--- src/rtl/disp_pkg.sv ---
// Shared types and glyph table for the multiplexed 7-segment display.
// Segment bit order is {g,f,e,d,c,b,a}, active-high.
package disp_pkg;

    typedef enum logic {
        BLANK = 1'b0,
        SHOW  = 1'b1
    } state_t;

    localparam logic [6:0] SEG_OFF = 7'h00;

    // Index 15 is leftmost in the concatenation.
    localparam logic [15:0][6:0] SEG_HEX = {
        7'h71, 7'h79, 7'h5E, 7'h39,
        7'h7C, 7'h77, 7'h6F, 7'h7F,
        7'h07, 7'h7D, 7'h6D, 7'h66,
        7'h4F, 7'h5B, 7'h06, 7'h3F
    };

endpackage

--- src/rtl/hex_to_seg7.sv ---
// Combinational hex nibble to active-high 7-segment glyph.
// Polarity is left to the caller.
module hex_to_seg7
    import disp_pkg::*;
(
    input  logic [3:0] nib,
    output logic [6:0] seg
);

    assign seg = SEG_HEX[nib];

endmodule

--- src/rtl/display_scan_mux.sv ---
// N-digit 7-segment scan multiplexer with anti-ghosting blank interval.
// Define DISPLAY_LZB_EN to enable leading-zero blanking.
module display_scan_mux
    import disp_pkg::*;
#(
    parameter int N_DIGITS     = 4,
    parameter int BLANK_CYCLES = 16,
    parameter int SEG_ACT_LOW  = 1,
    parameter int AN_ACT_LOW   = 1
) (
    input  logic                  clk,
    input  logic                  rst,
    input  logic                  scan_clk,
    input  logic                  en,
    input  logic [4*N_DIGITS-1:0] value,
    input  logic [N_DIGITS-1:0]   dp,
    output logic [N_DIGITS-1:0]   an,
    output logic [6:0]            seg,
    output logic                  dp_out,
    output logic                  frame_start
);

    localparam int BL = (BLANK_CYCLES < 1) ? 1 : BLANK_CYCLES;
    localparam int CW = (BL > 1) ? $clog2(BL) : 1;
    localparam int IW = $clog2(N_DIGITS);

    localparam logic [CW-1:0] CNT_LAST = CW'(BL - 1);
    localparam logic [IW-1:0] IDX_LAST = IW'(N_DIGITS - 1);

    localparam logic [6:0] SEG_POL = (SEG_ACT_LOW != 0) ? 7'h7F : 7'h00;
    localparam logic       DP_POL  = (SEG_ACT_LOW != 0);
    localparam logic [N_DIGITS-1:0] AN_POL =
        (AN_ACT_LOW != 0) ? {N_DIGITS{1'b1}} : {N_DIGITS{1'b0}};

    logic s1, s2, s3;
    logic step;

    state_t                state_q, state_d;
    logic [IW-1:0]         idx_q, idx_d;
    logic [CW-1:0]         cnt_q, cnt_d;
    logic [4*N_DIGITS-1:0] val_q, val_d;
    logic [N_DIGITS-1:0]   dpl_q, dpl_d;
    logic                  fs_d;

    logic [3:0]            nib;
    logic [6:0]            glyph;
    logic                  lz_blank;
    logic [N_DIGITS-1:0]   an_d;
    logic [6:0]            seg_d;
    logic                  dp_d;

    assign step = s2 & ~s3;

    always_comb begin
        state_d = state_q;
        idx_d   = idx_q;
        cnt_d   = cnt_q;
        val_d   = val_q;
        dpl_d   = dpl_q;
        fs_d    = 1'b0;
        if (!en) begin
            state_d = BLANK;
            cnt_d   = '0;
        end else begin
            unique case (state_q)
                BLANK: begin
                    if (cnt_q == CNT_LAST) begin
                        state_d = SHOW;
                        cnt_d   = '0;
                    end else begin
                        cnt_d = cnt_q + CW'(1);
                    end
                end
                SHOW: begin
                    if (step) begin
                        state_d = BLANK;
                        cnt_d   = '0;
                        if (idx_q == IDX_LAST) begin
                            // Latch only on wrap so a frame is never torn
                            idx_d = '0;
                            val_d = value;
                            dpl_d = dp;
                            fs_d  = 1'b1;
                        end else begin
                            idx_d = idx_q + IW'(1);
                        end
                    end
                end
            endcase
        end
    end

    // Outputs are decoded from the next state so they line up with it
    assign nib = val_d[{idx_d, 2'b00} +: 4];

    hex_to_seg7 u_dec (
        .nib (nib),
        .seg (glyph)
    );

    always_comb begin
`ifdef DISPLAY_LZB_EN
        lz_blank = (idx_d != '0) && ((val_d >> {idx_d, 2'b00}) == '0);
`else
        lz_blank = 1'b0;
`endif
        an_d  = AN_POL;
        seg_d = SEG_POL ^ SEG_OFF;
        dp_d  = DP_POL;
        if (state_d == SHOW) begin
            an_d = AN_POL ^ (N_DIGITS'(1) << idx_d);
            if (!lz_blank) begin
                seg_d = SEG_POL ^ glyph;
            end
            dp_d = DP_POL ^ dpl_d[idx_d];
        end
    end

    always_ff @(posedge clk or negedge rst) begin
        if (!rst) begin
            s1          <= 1'b0;
            s2          <= 1'b0;
            s3          <= 1'b0;
            state_q     <= BLANK;
            idx_q       <= '0;
            cnt_q       <= '0;
            val_q       <= '0;
            dpl_q       <= '0;
            an          <= AN_POL;
            seg         <= SEG_POL ^ SEG_OFF;
            dp_out      <= DP_POL;
            frame_start <= 1'b0;
        end else begin
            s1          <= scan_clk;
            s2          <= s1;
            s3          <= s2;
            state_q     <= state_d;
            idx_q       <= idx_d;
            cnt_q       <= cnt_d;
            val_q       <= val_d;
            dpl_q       <= dpl_d;
            an          <= an_d;
            seg         <= seg_d;
            dp_out      <= dp_d;
            frame_start <= fs_d;
        end
    end

endmodule

--- config.mk ---
export PLATFORM = sky130hd
export DESIGN_NAME = display_scan_mux
export DESIGN_NICKNAME = d
export VERILOG_FILES = /design/src/rtl/disp_pkg.sv /design/src/rtl/hex_to_seg7.sv /design/src/rtl/display_scan_mux.sv
export SDC_FILE = /design/constraint.sdc
export NUM_CORES = 1
export LEC_CHECK = 0
export BUFFER_PORTS_ARGS = -buffer_cell sky130_fd_sc_hd__buf_4
export CAP_MARGIN = 20
export CELL_PAD_IN_SITES_DETAIL_PLACEMENT = 0
export CELL_PAD_IN_SITES_GLOBAL_PLACEMENT = 1
export CORE_ASPECT_RATIO = 0.75
export CORE_MARGIN = 1
export CORE_UTILIZATION = 44
export DETAILED_ROUTE_END_ITERATION = 7
export GPL_TIMING_DRIVEN = 1
export PLACE_DENSITY = 0.85
export SLEW_MARGIN = 15
export SYNTH_ARGS = -nofsm -noshare
export SYNTH_HDL_FRONTEND = slang
export SYNTH_SLANG_ARGS = --single-unit
--- constraint.sdc ---
create_clock -name clk -period 3.3 [get_ports clk]
set_input_delay 0.33 -clock clk [delete_from_list [all_inputs] [get_ports clk]]
set_output_delay 0.33 -clock clk [all_outputs]
set_load 0.02 [all_outputs]
Word-level counts from Yosys, hierarchy flattened:

Memories as Yosys holds them, arrays and structs flattened.
Index checks and enable logic that the tools add are counted.

* multiplexer cells: 30
* shifts and indexed selects: 2
* $mul: 0
* equality and inequality tests: 3
* divide/modulo/power cells: 0
* bitwise operators: 6
* order comparisons: 2
* reduce and logical (&&, ||, !) cells: 0
* add/sub/neg operators: 2

Operator list (number)
* 16-bit 2-to-1 mux: 4
* 4-bit 2-to-1 mux: 8
* 16-bit by 5-bit indexed part select with 4-bit output: 1
* 7-bit 2-to-1 mux: 2
* 1-bit 2-to-1 mux: 9
* 2-bit 2-to-1 mux: 4
* 4-bit case mux with 2 select lines: 1
* 7-bit NOT: 1
* 4-bit by 5-bit less-than comparator with 1-bit output (second input constant): 1
* 4-bit by 1-bit adder with 4-bit output (second input constant): 1
* 4-bit equality test (second input constant): 1
* 4-bit NOT: 1
* 1-bit by 2-bit left shift with 4-bit output (first input constant): 1
* 2-bit by 3-bit less-than comparator with 1-bit output (second input constant): 1
* 3-bit inequality test (second input constant): 1
* 1-bit NOT: 3
* 2-bit by 1-bit adder with 2-bit output (second input constant): 1
* 1-bit binary-select mux with 2-bit select: 1
* 2-bit equality test (second input constant): 1
* 1-bit case mux with 2 select lines: 1
* 1-bit AND: 1

* RAM bits: 0
* logic and storage cells: 58
* memories: 1
* output and inout bits: 13
* bits in registers: 43
* bits of input ports: 24
* latch bits: 0
* bits in read-only memories: 112

Memory list
* (no name shown): words 16, bits a word 7, read ports 1, clocked after memory_dff 0, write ports 0, RTL line hex_to_seg7.sv:10 `assign seg = SEG_HEX[nib];`

Depth between registers and ports, before layout:

* depth after elaboration: 10
* gate-level depth with buffers: 13
* mapped depth without buffers: 11

Cells and area by module:

A second synthesis with hierarchy kept.

* cells, all modules: 196
* area, all modules: 2247.2 sq um

By module, submodules not included
* display_scan_mux: area an instance 1960.6 sq um, sequential area each 1091.0 sq um, cells an instance 163, instances 1
* hex_to_seg7: area an instance 286.5 sq um, sequential area each 0.0 sq um, cells an instance 33, instances 1

Least setup slack after synthesis:

OpenSTA, ideal clock, no wires.

* kind: register to register
* from: register state_q
* to: register seg[3]
* arrival: 2726 ps
* slack: 493 ps
* path buffers: 2
* cell stages (with the launch flop): 13
* period minus slack after synthesis: 2807 ps
* required time: 3219 ps
* library setup time: 81 ps
* cell sequence: dfrtp_1 > and4b_4 > buf_6 > nand2_4 > buf_2 > mux2_2 > mux2_2 > mux2i_1 > inv_1 > ha_1 > mux2_1 > mux2i_1 > nand2_1

* longest elaborated chain between the ends: 7
* elaborated cells between the ends (all ways): 12
* those cells by class: shift: 1; mux: 8; bitwise: 2; memory: 1

Ends and longest elaborated chain
* start, declared: RTL line display_scan_mux.sv:38 `state_t state_q, state_d;`
* start signal, assigned: RTL line display_scan_mux.sv:137 `state_q <= state_d;`
* 16-bit 2-to-1 mux: RTL line display_scan_mux.sv:65 `unique case (state_q)`
* 16-bit 2-to-1 mux: RTL line display_scan_mux.sv:61 `if (!en) begin`
* net val_d[9]: RTL line display_scan_mux.sv:41 `logic [4*N_DIGITS-1:0] val_q, val_d;`
* 16-bit by 5-bit indexed part select with 4-bit output: RTL line display_scan_mux.sv:94 `assign nib = val_d[{idx_d, 2'b00} +: 4];`
* memory 16 x 7 bit
* 7-bit 2-to-1 mux (not written as such): RTL line hex_to_seg7.sv:10
* 7-bit NOT (no source line)
* 7-bit 2-to-1 mux: RTL line display_scan_mux.sv:110 `if (state_d == SHOW) begin`
* net seg_d[3]: RTL line display_scan_mux.sv:49 `logic [6:0] seg_d;`
* end signal, assigned: RTL line display_scan_mux.sv:130 `seg <= SEG_POL ^ SEG_OFF;`
* end signal, assigned: RTL line display_scan_mux.sv:143 `seg <= seg_d;`
* end, declared: RTL line display_scan_mux.sv:18 `output logic [6:0] seg,`

The timed path passes the listed nets, and every way through them passes these cells. The select of a mux whose other input is x is not followed.
A chain may end at the register's enable or synchronous reset.

Final worst setup path:

* from: register s3
* to: register seg[3]

* longest elaborated chain between the ends: 10
* elaborated cells between the ends (all ways): 16
* those cells by class: shift: 1; mux: 11; bitwise: 3; memory: 1

Ends and longest elaborated chain
* start, declared: RTL line display_scan_mux.sv:35 `logic s1, s2, s3;`
* start signal, assigned: RTL line display_scan_mux.sv:123 `s3 <= 1'b0;`
* start signal, assigned: RTL line display_scan_mux.sv:136 `s3 <= s2;`
* 1-bit NOT: RTL line display_scan_mux.sv:52 `assign step = s2 & ~s3;`
* 1-bit AND: RTL line display_scan_mux.sv:52
* 2-bit 2-to-1 mux: RTL line display_scan_mux.sv:75 `if (step) begin`
* 2-bit 2-to-1 mux: RTL line display_scan_mux.sv:65
* 2-bit 2-to-1 mux: RTL line display_scan_mux.sv:61
* net idx_d[0]: RTL line display_scan_mux.sv:39 `logic [IW-1:0] idx_q, idx_d;`
* 16-bit by 5-bit indexed part select with 4-bit output: RTL line display_scan_mux.sv:94
* memory 16 x 7 bit
* 7-bit 2-to-1 mux (not written as such): RTL line hex_to_seg7.sv:10
* 7-bit NOT (no source line)
* 7-bit 2-to-1 mux: RTL line display_scan_mux.sv:110
* net seg_d[3]: RTL line display_scan_mux.sv:49

The timed path passes the listed nets, and every way through them passes these cells. The select of a mux whose other input is x is not followed.

==> results by group <==
Detailed routing
  • Post-route ant nets: 0
  • Detailed Routing Iterations Pass 1: 4
  • Per-cell routed wire length: approximately 15 µm
  • Initial DRC Count: 53
  • Vias per inst: 5.28
  • WL final: just over 4000 µm
  • Vias: 1405
  • Residual DRC count: 0

Final layout
  • Layout cells sized above 1: 41.1%
  • Area delta synth->final: 20.3%
  • Final Instance Area: 2520 µm²
  • # nets final: 241
  • Antenna cells: 0
  • Fin cells: about 270

Run status
  • Status: finished, final reports clean

Timing
  • Tcrit/Tclk final: just under 90%
  • Minimum clock period: 2.88 ns
  • RSZ-0062 raised after global routing: false
  • Max-slew headroom: 64.3%
  • Total Neg Setup Slack: 0 ns
  • Worst clock skew: about 0.0091 ns
  • Final hold slack: approximately 0.0045 ns
  • Final Hold Viols: 0
  • Final number of setup-violating endpoints: 0
  • Worst slew pin tran: about 0.52 ns
  • FMAX: about 350 MHz
  • Final Slew Violations: 0

Synth
  • Avg Cell Area, Syn: 12.4 µm²
  • Ys flop type: dfrtp_1
  • Sequential fraction of the synthesis area: a little over half
  • Syn Std Cell Area: 2090 µm²
  • Synth Warn #: 0
  • Post-synth EDFFs: 0
  • Syn nets: 202
  • Synth Register Bits: 43
  • Synth async-reset ratio: between 90% and 100%
  • Distinct cell type count after synthesis: 40
  • Synth Instances: 169

Clock network
  • Clock net sink count: 43
  • Max H-tree Level: 2
  • TritonCTS Buffers: 5
  • Clk buf depth: 2
  • Clock Latency Late Sink: a little under 0.3 ns
  • CTS clk-pin slew, worst paths: around 0.08 ns
  • Hold buffer count at cts: 0
  • CTS resizes: 0
  • CTS root buffer: clkbuf_8
  • Setup repair bufs after CTS: 0
  • TritonCTS clock tree: built

Floorplan
  • Die Area: around 5000 µm²
  • Die W: ~82 µm
  • Die Ht: around 62 µm
  • I/O pins: 37
  • Effective utilization at floorplan: 46.3%
  • # rows: 21
  • Core Area: around 4500 µm²

GRT
  • Antenna violations before repair: 0
  • GRT Total Usage: 18.6%
  • Largest net degree at the start of global routing: 44
  • First-pass GRT wire length: approximately 6800 µm
  • Vias in the first global route: 1405
  • Total global routing overflow: 0

Worst hold path
  • Hold WC Path Type: in -> async

Place
  • DP Wirelength: between 3000 and 4000 µm
  • DP Cell Count: ~260
  • # port buffers: 36
  • GPL Wtd Cong: 0.769
  • Placed Area: around 2400 µm²

Pwr
  • Power Dens Cells: slightly below 400 nW/µm²
  • Static Leakage: ~1.3 nW
  • Pwr Total: just under 0.001 W
  • VDD IR max: between 0.0002 and 0.00025 V

Worst setup path
  • Worst Setup Start Kind: flop
  • CP Class: reg -> reg
  • Worst R2R End: seg[3]
  • End of the critical path: seg[3]
  • Worst path arrival time: 3.10 ns
  • Launch point of the worst path: s3
  • Register-to-register setup slack: around 0.42 ns
  • Worst-path maximum fanout: 12
  • Crit end category: flop
  • Reg2reg path depth: 8
  • CP required: between 3 and 4 ns
  • Reg2Reg Launch Point: s3

Run
  • Max Cap Viol: 0
per-stage QoR:
stage          util, %  setup slack [ns]
2_1_floorplan        -             0.493
3_3_place_gp      53.1             0.542
3_5_place_dp      53.1             0.411
4_1_cts           55.7             0.398
5_1_grt           55.7             0.226
6_report          55.7             0.420
critical path: stages, from the launching register on:
cell and delay (ns):
dfrtp_1 0.37, and4b_4 0.44, mux2i_2 0.43, inv_2 0.12, a2111oi_0 0.50, a2111o_1 0.40
mux2_1 0.36, mux2i_1 0.13, nand2_1 0.06
Yosys cell counts, types with 3 or more instances:
library cell | count | share of area, %
o21ai_0 | 7 | 1.7
a2111oi_0 | 6 | 2.5
ha_1 | 9 | 5.4
a21oi_1 | 4 | 0.96
inv_1 | 6 | 1.1
and3_1 | 9 | 2.7
dfrtp_1 | 31 | 37
nor2_1 | 5 | 0.90
buf_6 | 3 | 1.6
a21o_1 | 7 | 2.5
nand3_1 | 3 | 0.72
dfstp_2 | 12 | 15
mux2i_1 | 7 | 3.3
nor2b_1 | 5 | 1.5
nand2_1 | 8 | 1.4
mux2_2 | 18 | 9.7
where the power goes:
part	switching (W)	total, W	internal (W)	leakage, nW
sequential	0.00000361	0.000536	0.000532	0.550
clock	0.000172	0.000416	0.000245	0.0612
combinational	0.0000179	0.0000389	0.0000210	0.735
cell type report:
type | count | area [µm²]
Fill cell | 399 | 2000
Sequential cell | 43 | 1090
Multi-Input combinational cell | 110 | 911
Timing Repair Buffer | 39 | 293
Clock buffer | 6 | 82.6
Tap cell | 57 | 71.3
Clock inverter | 2 | 35.0
Inverter | 9 | 33.8
state kept, by name, summed over array words and instances (netlist names), 2 cells and up:
register	flops
idx_q	2
val_q	16
dpl_q	4
seg	7
cnt_q	4
an	4
layer usage:
| metal | GRT usage (%) | part of all wire (%) | vias up |
|---|---|---|---|
| li1 | - | - | 684 |
| met1 | 25.1 | 48 | 684 |
| met2 | 29.4 | 47 | 32 |
| met3 | 4.67 | 3.5 | 5 |
| met4 | 7.52 | 0.93 | 0 |
| met5 | 0 | 0 | - |
cells by family (layout without fill, tap and decap cells):
group                      Yosys count  after routing  share of synthesized area [%]
adders and majority gates            9              9                           5.38
muxes                               29             29                           16.0
and+or+nand+nor                     36             36                           9.86
DFF                                 43             43                           52.1
AOI/OAI and AO/OA                   36             36                           12.3
buffers and inverters               16             56                           4.36
layout by cell type, fill, tap and decap left out, types with 6 or more instances in the layout:
cell	Yosys	routed
a2111oi_0	6	6
a21o_1	7	7
and3_1	9	9
buf_4	2	39
clkbuf_8	0	6
dfrtp_1	31	31
dfstp_2	12	12
ha_1	9	9
inv_1	6	6
mux2_2	18	18
mux2i_1	7	7
nand2_1	8	8
o21ai_0	7	7
worst min path at each step:
stage / start / end / slack, ns / depth (start not counted)
2_1_floorplan: rst / cnt_q[0] / 0.03 / 0
3_5_place_dp: rst / frame_start / 0.34 / 1
5_1_grt: rst / frame_start / 0.05 / 1
6_report: rst / frame_start / 0.004 / 1
4_1_cts: rst / frame_start / 0.02 / 1
3_3_place_gp: rst / val_q[0] / 0.33 / 1
Power figures use the tool's default switching activity.
